## src/rtl/control_in_buffer.sv

```systemverilog
//------------------------------------------------------------------------------
// Module   : control_in_buffer
// Brief    : Parametrised valid/ready control-word FIFO with flush, selectable
//            full handling (back-pressure or drop) and drop statistics.
// Revision : 1.0 - initial release
//------------------------------------------------------------------------------
`default_nettype none

module control_in_buffer #(
    parameter int CTRL_W       = 32,
    parameter int DEPTH        = 4,
    parameter int DROP_ON_FULL = 0,
    parameter int CNT_W        = 16
) (
    input  logic                       clk,
    input  logic                       rst,
    input  logic                       flush_i,
    input  logic                       clr_stat_i,
    input  logic                       in_valid,
    output logic                       in_ready,
    input  logic [CTRL_W-1:0]          in_ctrl,
    output logic                       out_valid,
    input  logic                       out_ready,
    output logic [CTRL_W-1:0]          out_ctrl,
    output logic [$clog2(DEPTH+1)-1:0] count,
    output logic                       full,
    output logic                       empty,
    output logic                       overflow,
    output logic [CNT_W-1:0]           drop_cnt
);

    localparam int              c_AW    = $clog2(DEPTH);
    localparam int              c_CW    = $clog2(DEPTH+1);
    localparam logic [c_CW-1:0] c_DEPTH = c_CW'(DEPTH);

    logic [CTRL_W-1:0] r_mem [DEPTH];
    logic [c_AW-1:0]   r_wr_ptr;
    logic [c_AW-1:0]   r_rd_ptr;
    logic [c_CW-1:0]   r_count;
    logic              r_overflow;
    logic [CNT_W-1:0]  r_drop_cnt;

    logic w_full;
    logic w_empty;
    logic w_push;
    logic w_pop;
    logic w_write;
    logic w_read;
    logic w_drop;
    logic [c_CW-1:0] w_count_nxt;

    assign w_full  = (r_count == c_DEPTH);
    assign w_empty = (r_count == '0);

    // in_ready depends only on registered occupancy, never on out_ready.
    generate
        if (DROP_ON_FULL != 0) begin : g_mode_drop
            assign in_ready = 1'b1;
        end else begin : g_mode_backpressure
            assign in_ready = !w_full;
        end
    endgenerate

    assign w_push  = in_valid && in_ready;
    assign w_pop   = !w_empty && out_ready;
    assign w_write = w_push && (!w_full || w_pop) && !flush_i;
    assign w_read  = w_pop && !flush_i;
    assign w_drop  = w_push && w_full && !w_pop && !flush_i;

    always_comb begin
        w_count_nxt = r_count;
        if (flush_i) begin
            w_count_nxt = '0;
        end else begin
            case ({w_write, w_read})
                2'b10:   w_count_nxt = r_count + 1'b1;
                2'b01:   w_count_nxt = r_count - 1'b1;
                default: w_count_nxt = r_count;
            endcase
        end
    end

    always_ff @(posedge clk or posedge rst) begin
        if (rst) begin
            for (int i = 0; i < DEPTH; i++) begin
                r_mem[i] <= '0;
            end
        end else if (w_write) begin
            r_mem[r_wr_ptr] <= in_ctrl;
        end
    end

    // Pointers wrap naturally since DEPTH is a power of two.
    always_ff @(posedge clk or posedge rst) begin
        if (rst) begin
            r_wr_ptr <= '0;
            r_rd_ptr <= '0;
            r_count  <= '0;
        end else begin
            r_count <= w_count_nxt;
            if (flush_i) begin
                r_wr_ptr <= '0;
                r_rd_ptr <= '0;
            end else begin
                if (w_write) begin
                    r_wr_ptr <= r_wr_ptr + 1'b1;
                end
                if (w_read) begin
                    r_rd_ptr <= r_rd_ptr + 1'b1;
                end
            end
        end
    end

    // Clear has priority over a drop landing in the same cycle.
    always_ff @(posedge clk or posedge rst) begin
        if (rst) begin
            r_overflow <= 1'b0;
            r_drop_cnt <= '0;
        end else if (clr_stat_i) begin
            r_overflow <= 1'b0;
            r_drop_cnt <= '0;
        end else if (w_drop) begin
            r_overflow <= 1'b1;
            if (r_drop_cnt != '1) begin
                r_drop_cnt <= r_drop_cnt + 1'b1;
            end
        end
    end

    assign out_valid = !w_empty;
    assign out_ctrl  = r_mem[r_rd_ptr];
    assign count     = r_count;
    assign full      = w_full;
    assign empty     = w_empty;
    assign overflow  = r_overflow;
    assign drop_cnt  = r_drop_cnt;

endmodule

`default_nettype wire

```

## config.mk

```make
export PLATFORM = sky130hd
export DESIGN_NAME = control_in_buffer
export DESIGN_NICKNAME = d
export VERILOG_FILES = /design/src/rtl/control_in_buffer.sv
export SDC_FILE = /design/constraint.sdc
export NUM_CORES = 1
export LEC_CHECK = 0
export BUFFER_PORTS_ARGS = -buffer_cell sky130_fd_sc_hd__buf_2
export CAP_MARGIN = 20
export CELL_PAD_IN_SITES_DETAIL_PLACEMENT = 1
export CELL_PAD_IN_SITES_GLOBAL_PLACEMENT = 1
export CORE_MARGIN = 1
export CORE_UTILIZATION = 35
export DETAILED_ROUTE_END_ITERATION = 6
export PLACE_DENSITY_LB_ADDON = 0.08
export SYNTH_ARGS = -nofsm -noshare
export SYNTH_HDL_FRONTEND = slang
export SYNTH_SLANG_ARGS = --single-unit
```

## constraint.sdc

```tcl
create_clock -name clk -period 5.51 [get_ports clk]
set_clock_uncertainty 0.2 [all_clocks]
set_input_delay 0.551 -clock clk [delete_from_list [all_inputs] [get_ports clk]]
set_output_delay 0.551 -clock clk [all_outputs]
set_load 0.005 [all_outputs]
```

==> impl_metrics.json <==
{
  "core_sq_um": 18800,
  "reg2reg_from": "count[0]$_DFFE_PP0P_",
  "antenna_left": 0,
  "cts_buffer_depth": 2,
  "diodes": 0,
  "start_util": 0.359,
  "dieWidth_um": 141,
  "pwr-share-seq": 0.457,
  "setup_viol": 0,
  "die_area_sq_um": 19900,
  "num_rows": 50,
  "synth_cell_types": 35,
  "synth_area_leaders": "dfrtp_1 (56%), mux2_2 (16%), mux4_2 (11%)",
  "p_leak_nw": 3.71,
  "numPortBuffers": 93,
  "clock-root-buffer": "clkbuf_16",
  "path_class": "reg -> out",
  "cp-start-kind": "flip-flop",
  "postSynthCellCount": 411,
  "finish.utilization": 0.425,
  "ys_seq_elements": 152,
  "critPathBufInv": 2,
  "netlist_area_sq_um": 6760,
  "multi_input_area_sq_um": 2730,
  "maxCapViolCount": 0,
  "clock_sinks": 152,
  "cp.depth": 3,
  "setup_tns_ns": 0,
  "grt-ovfl-total": 0,
  "crit_path_max_fanout": 21,
  "clkSlewWorstSetupHoldPaths_ns": 0.06,
  "seq_area_frac_synth": 0.563,
  "synth_area_leader_cell": "dfrtp_1",
  "synth_area_per_cell_sq_um": 16.4,
  "cts_tree": "yes",
  "relSlewSlack": 0.341,
  "finalCritPeriodShare": 0.568,
  "final_nets": 543,
  "reg2reg_depth": 4,
  "pwr-share-clk": 0.345,
  "wl_um": 14600,
  "clock_latency_ns": 0.42,
  "path_delay_family": "flip-flops",
  "synth_enable_flop_cells": 0,
  "hold_class": "in -> async",
  "syn-num-nets": 454,
  "post_cts_buffers": 0,
  "p_int_w": 0.00250,
  "crit_path_top_delay_cell": "dfrtp_2",
  "ctsHoldBuffers": 0,
  "post-route-min-period_ns": 3.13,
  "grt_pass1_vias": 4285,
  "fp.dieH_um": 141,
  "hold_violations": 0,
  "r2r_slack_ns": 2.98,
  "cp-end-kind": "output pin",
  "cts_max_level": 4,
  "async_flop_share": 1.00,
  "grt_max_degree": 106,
  "wl_per_cell_um": 18.9,
  "ys.flop_type": "dfrtp_1",
  "fmax_mhz": 320,
  "total_power_w": 0.00335,
  "power.switching_w": 0.000852,
  "dp_hpwl_um": 8820,
  "ir_drop_uv": 195,
  "cp_slowest_stage_delay_ns": 0.69,
  "p_per_area_nw_per_um2": 419,
  "r2r-end": "r_mem[44]$_DFFE_PP0P_",
  "drtIter0Drc": 156,
  "p_comb_frac": 0.197,
  "ys_warn_count": 0,
  "drc": 0,
  "finalMaxSlewViolations": 0,
  "io_pins": 94,
  "grt_usage": 0.163,
  "rsz0062_at_grt": "no",
  "ff_latch_area_sq_um": 3810,
  "drtPass1Iterations": 4,
  "grt_pass1_wl_um": 24300,
  "crit_chain": "buf_4 -> mux4_2 -> buf_2",
  "drive_gt1_frac": 0.583,
  "swShare": 0.254,
  "worst_pin_slew_ns": 0.988,
  "critPathArrivalTime_ns": 2.38,
  "numCtsBuffers": 17,
  "viasPerCell": 4.86,
  "fill_cells": 1871,
  "gp_congestion": 0.727,
  "syn2layout_area_growth_pct": 18.3,
  "vias": 3758,
  "antenna_found_initial": 1,
  "cts_resized": 0,
  "status": "completed",
  "cp_data_required_time_ns": 4.76,
  "synth_top_area_share": 0.563
}
-- flip-flops by register name (all words and copies together), names as in the netlist --
name	count
r_wr_ptr	2
r_rd_ptr	2
count	3
overflow	1
drop_cnt	16
r_mem	128
-- routing by layer --
layer | wire length (um) | global-route usage
met1 | 6550 | 0.210
met2 | 7400 | 0.267
met3 | 484 | 0.0462
met4 | 131 | 0.0463
met5 | 13 | 0
-- cell type report --
class	instances	area share
Tap cell	260	0.0407
Clock buffer	18	0.0549
Inverter	8	0.00438
Multi-Input combinational cell	223	0.341
Clock inverter	14	0.0186
Sequential cell	152	0.476
Timing Repair Buffer	98	0.0645
-- how the worst max path moves through the flow --
stage,start,to,slack (ns)
floorplan,rst,count[0]$_DFFE_PP0P_,0.67
global placement,in_valid,r_mem[82]$_DFFE_PP0P_,2.57
detailed placement,in_valid,r_mem[93]$_DFFE_PP0P_,2.49
CTS,r_rd_ptr[0]$_DFFE_PP0P_,out_ctrl[28],2.26
global route,r_rd_ptr[0]$_DFFE_PP0P_,out_ctrl[17],2.18
finish,r_rd_ptr[0]$_DFFE_PP0P_,out_ctrl[28],2.38
-- power groups by stage --
| stage | registers [W] | logic [W] | clock network (W) |
|---|---|---|---|
| global route | 0.00157 | 0.000730 | 0.00124 |
| floorplan | 0.00148 | 0.000519 | 0 |
| detailed placement | 0.00155 | 0.000677 | 0 |
| finish | 0.00153 | 0.000661 | 0.00116 |
| global placement | 0.00153 | 0.000651 | 0 |
| CTS | 0.00154 | 0.000680 | 0.00120 |
-- cell usage in the layout (no fill, tap or decap), types with 4 or more instances in the layout --
cell / n
buf_2: 93
mux2_2: 99
nor2b_1: 18
inv_1: 7
buf_4: 4
mux2_4: 30
dfrtp_1: 150
clkinvlp_4: 4
nand3_1: 4
nor2_1: 5
clkbuf_16: 17
ha_1: 4
mux4_2: 32
-- worst register-to-register path, stage by stage, from the launching register on --
cell	delay, ns
dfrtp_1	0.52
or3b_1	0.59
nand3_2	0.23
buf_4	0.46
mux2_2	0.41
-- Yosys cell counts (2+ instances only) --
library cell and count:
inv_1 8, buf_2 4, xor2_1 2, nand3_1 7, buf_6 3, mux4_2 32, a21oi_1 3, clkbuf_1 9
nor2_1 5, dfrtp_1 152, nand2_1 2, o21ai_0 2, buf_12 3, nand2b_1 2, ha_1 4, o2111ai_1 2
mux2_4 30, nor2b_1 18, buf_4 9, mux2_2 99
-- cells by family after synthesis --
kind of cell,Yosys count,synth area share
AO/OA/AOI/OAI,14,0.0143
XOR/XNOR,3,0.00389
adder cells (fa/ha/maj),5,0.0104
buffers and inverters,36,0.0363
flip-flops,152,0.563
multiplexers,161,0.338
AND/OR/NAND/NOR,40,0.0342
-- metrics by stage --
| stage | instance area, sq um | setup slack, ns | std cells | hold WS, ns |
|---|---|---|---|---|
| finish | 8000 | 2.38 | 773 | 0.144 |
| CTS | 7980 | 2.26 | 772 | 0.186 |
| global route | 8000 | 2.18 | 773 | 0.191 |
| floorplan | 6760 | 0.666 | 411 | 0.274 |
| detailed placement | 7390 | 2.49 | 740 | 0.286 |
| global placement | 7390 | 2.57 | 740 | 0.277 |
(Power assumes the default switching activity.)
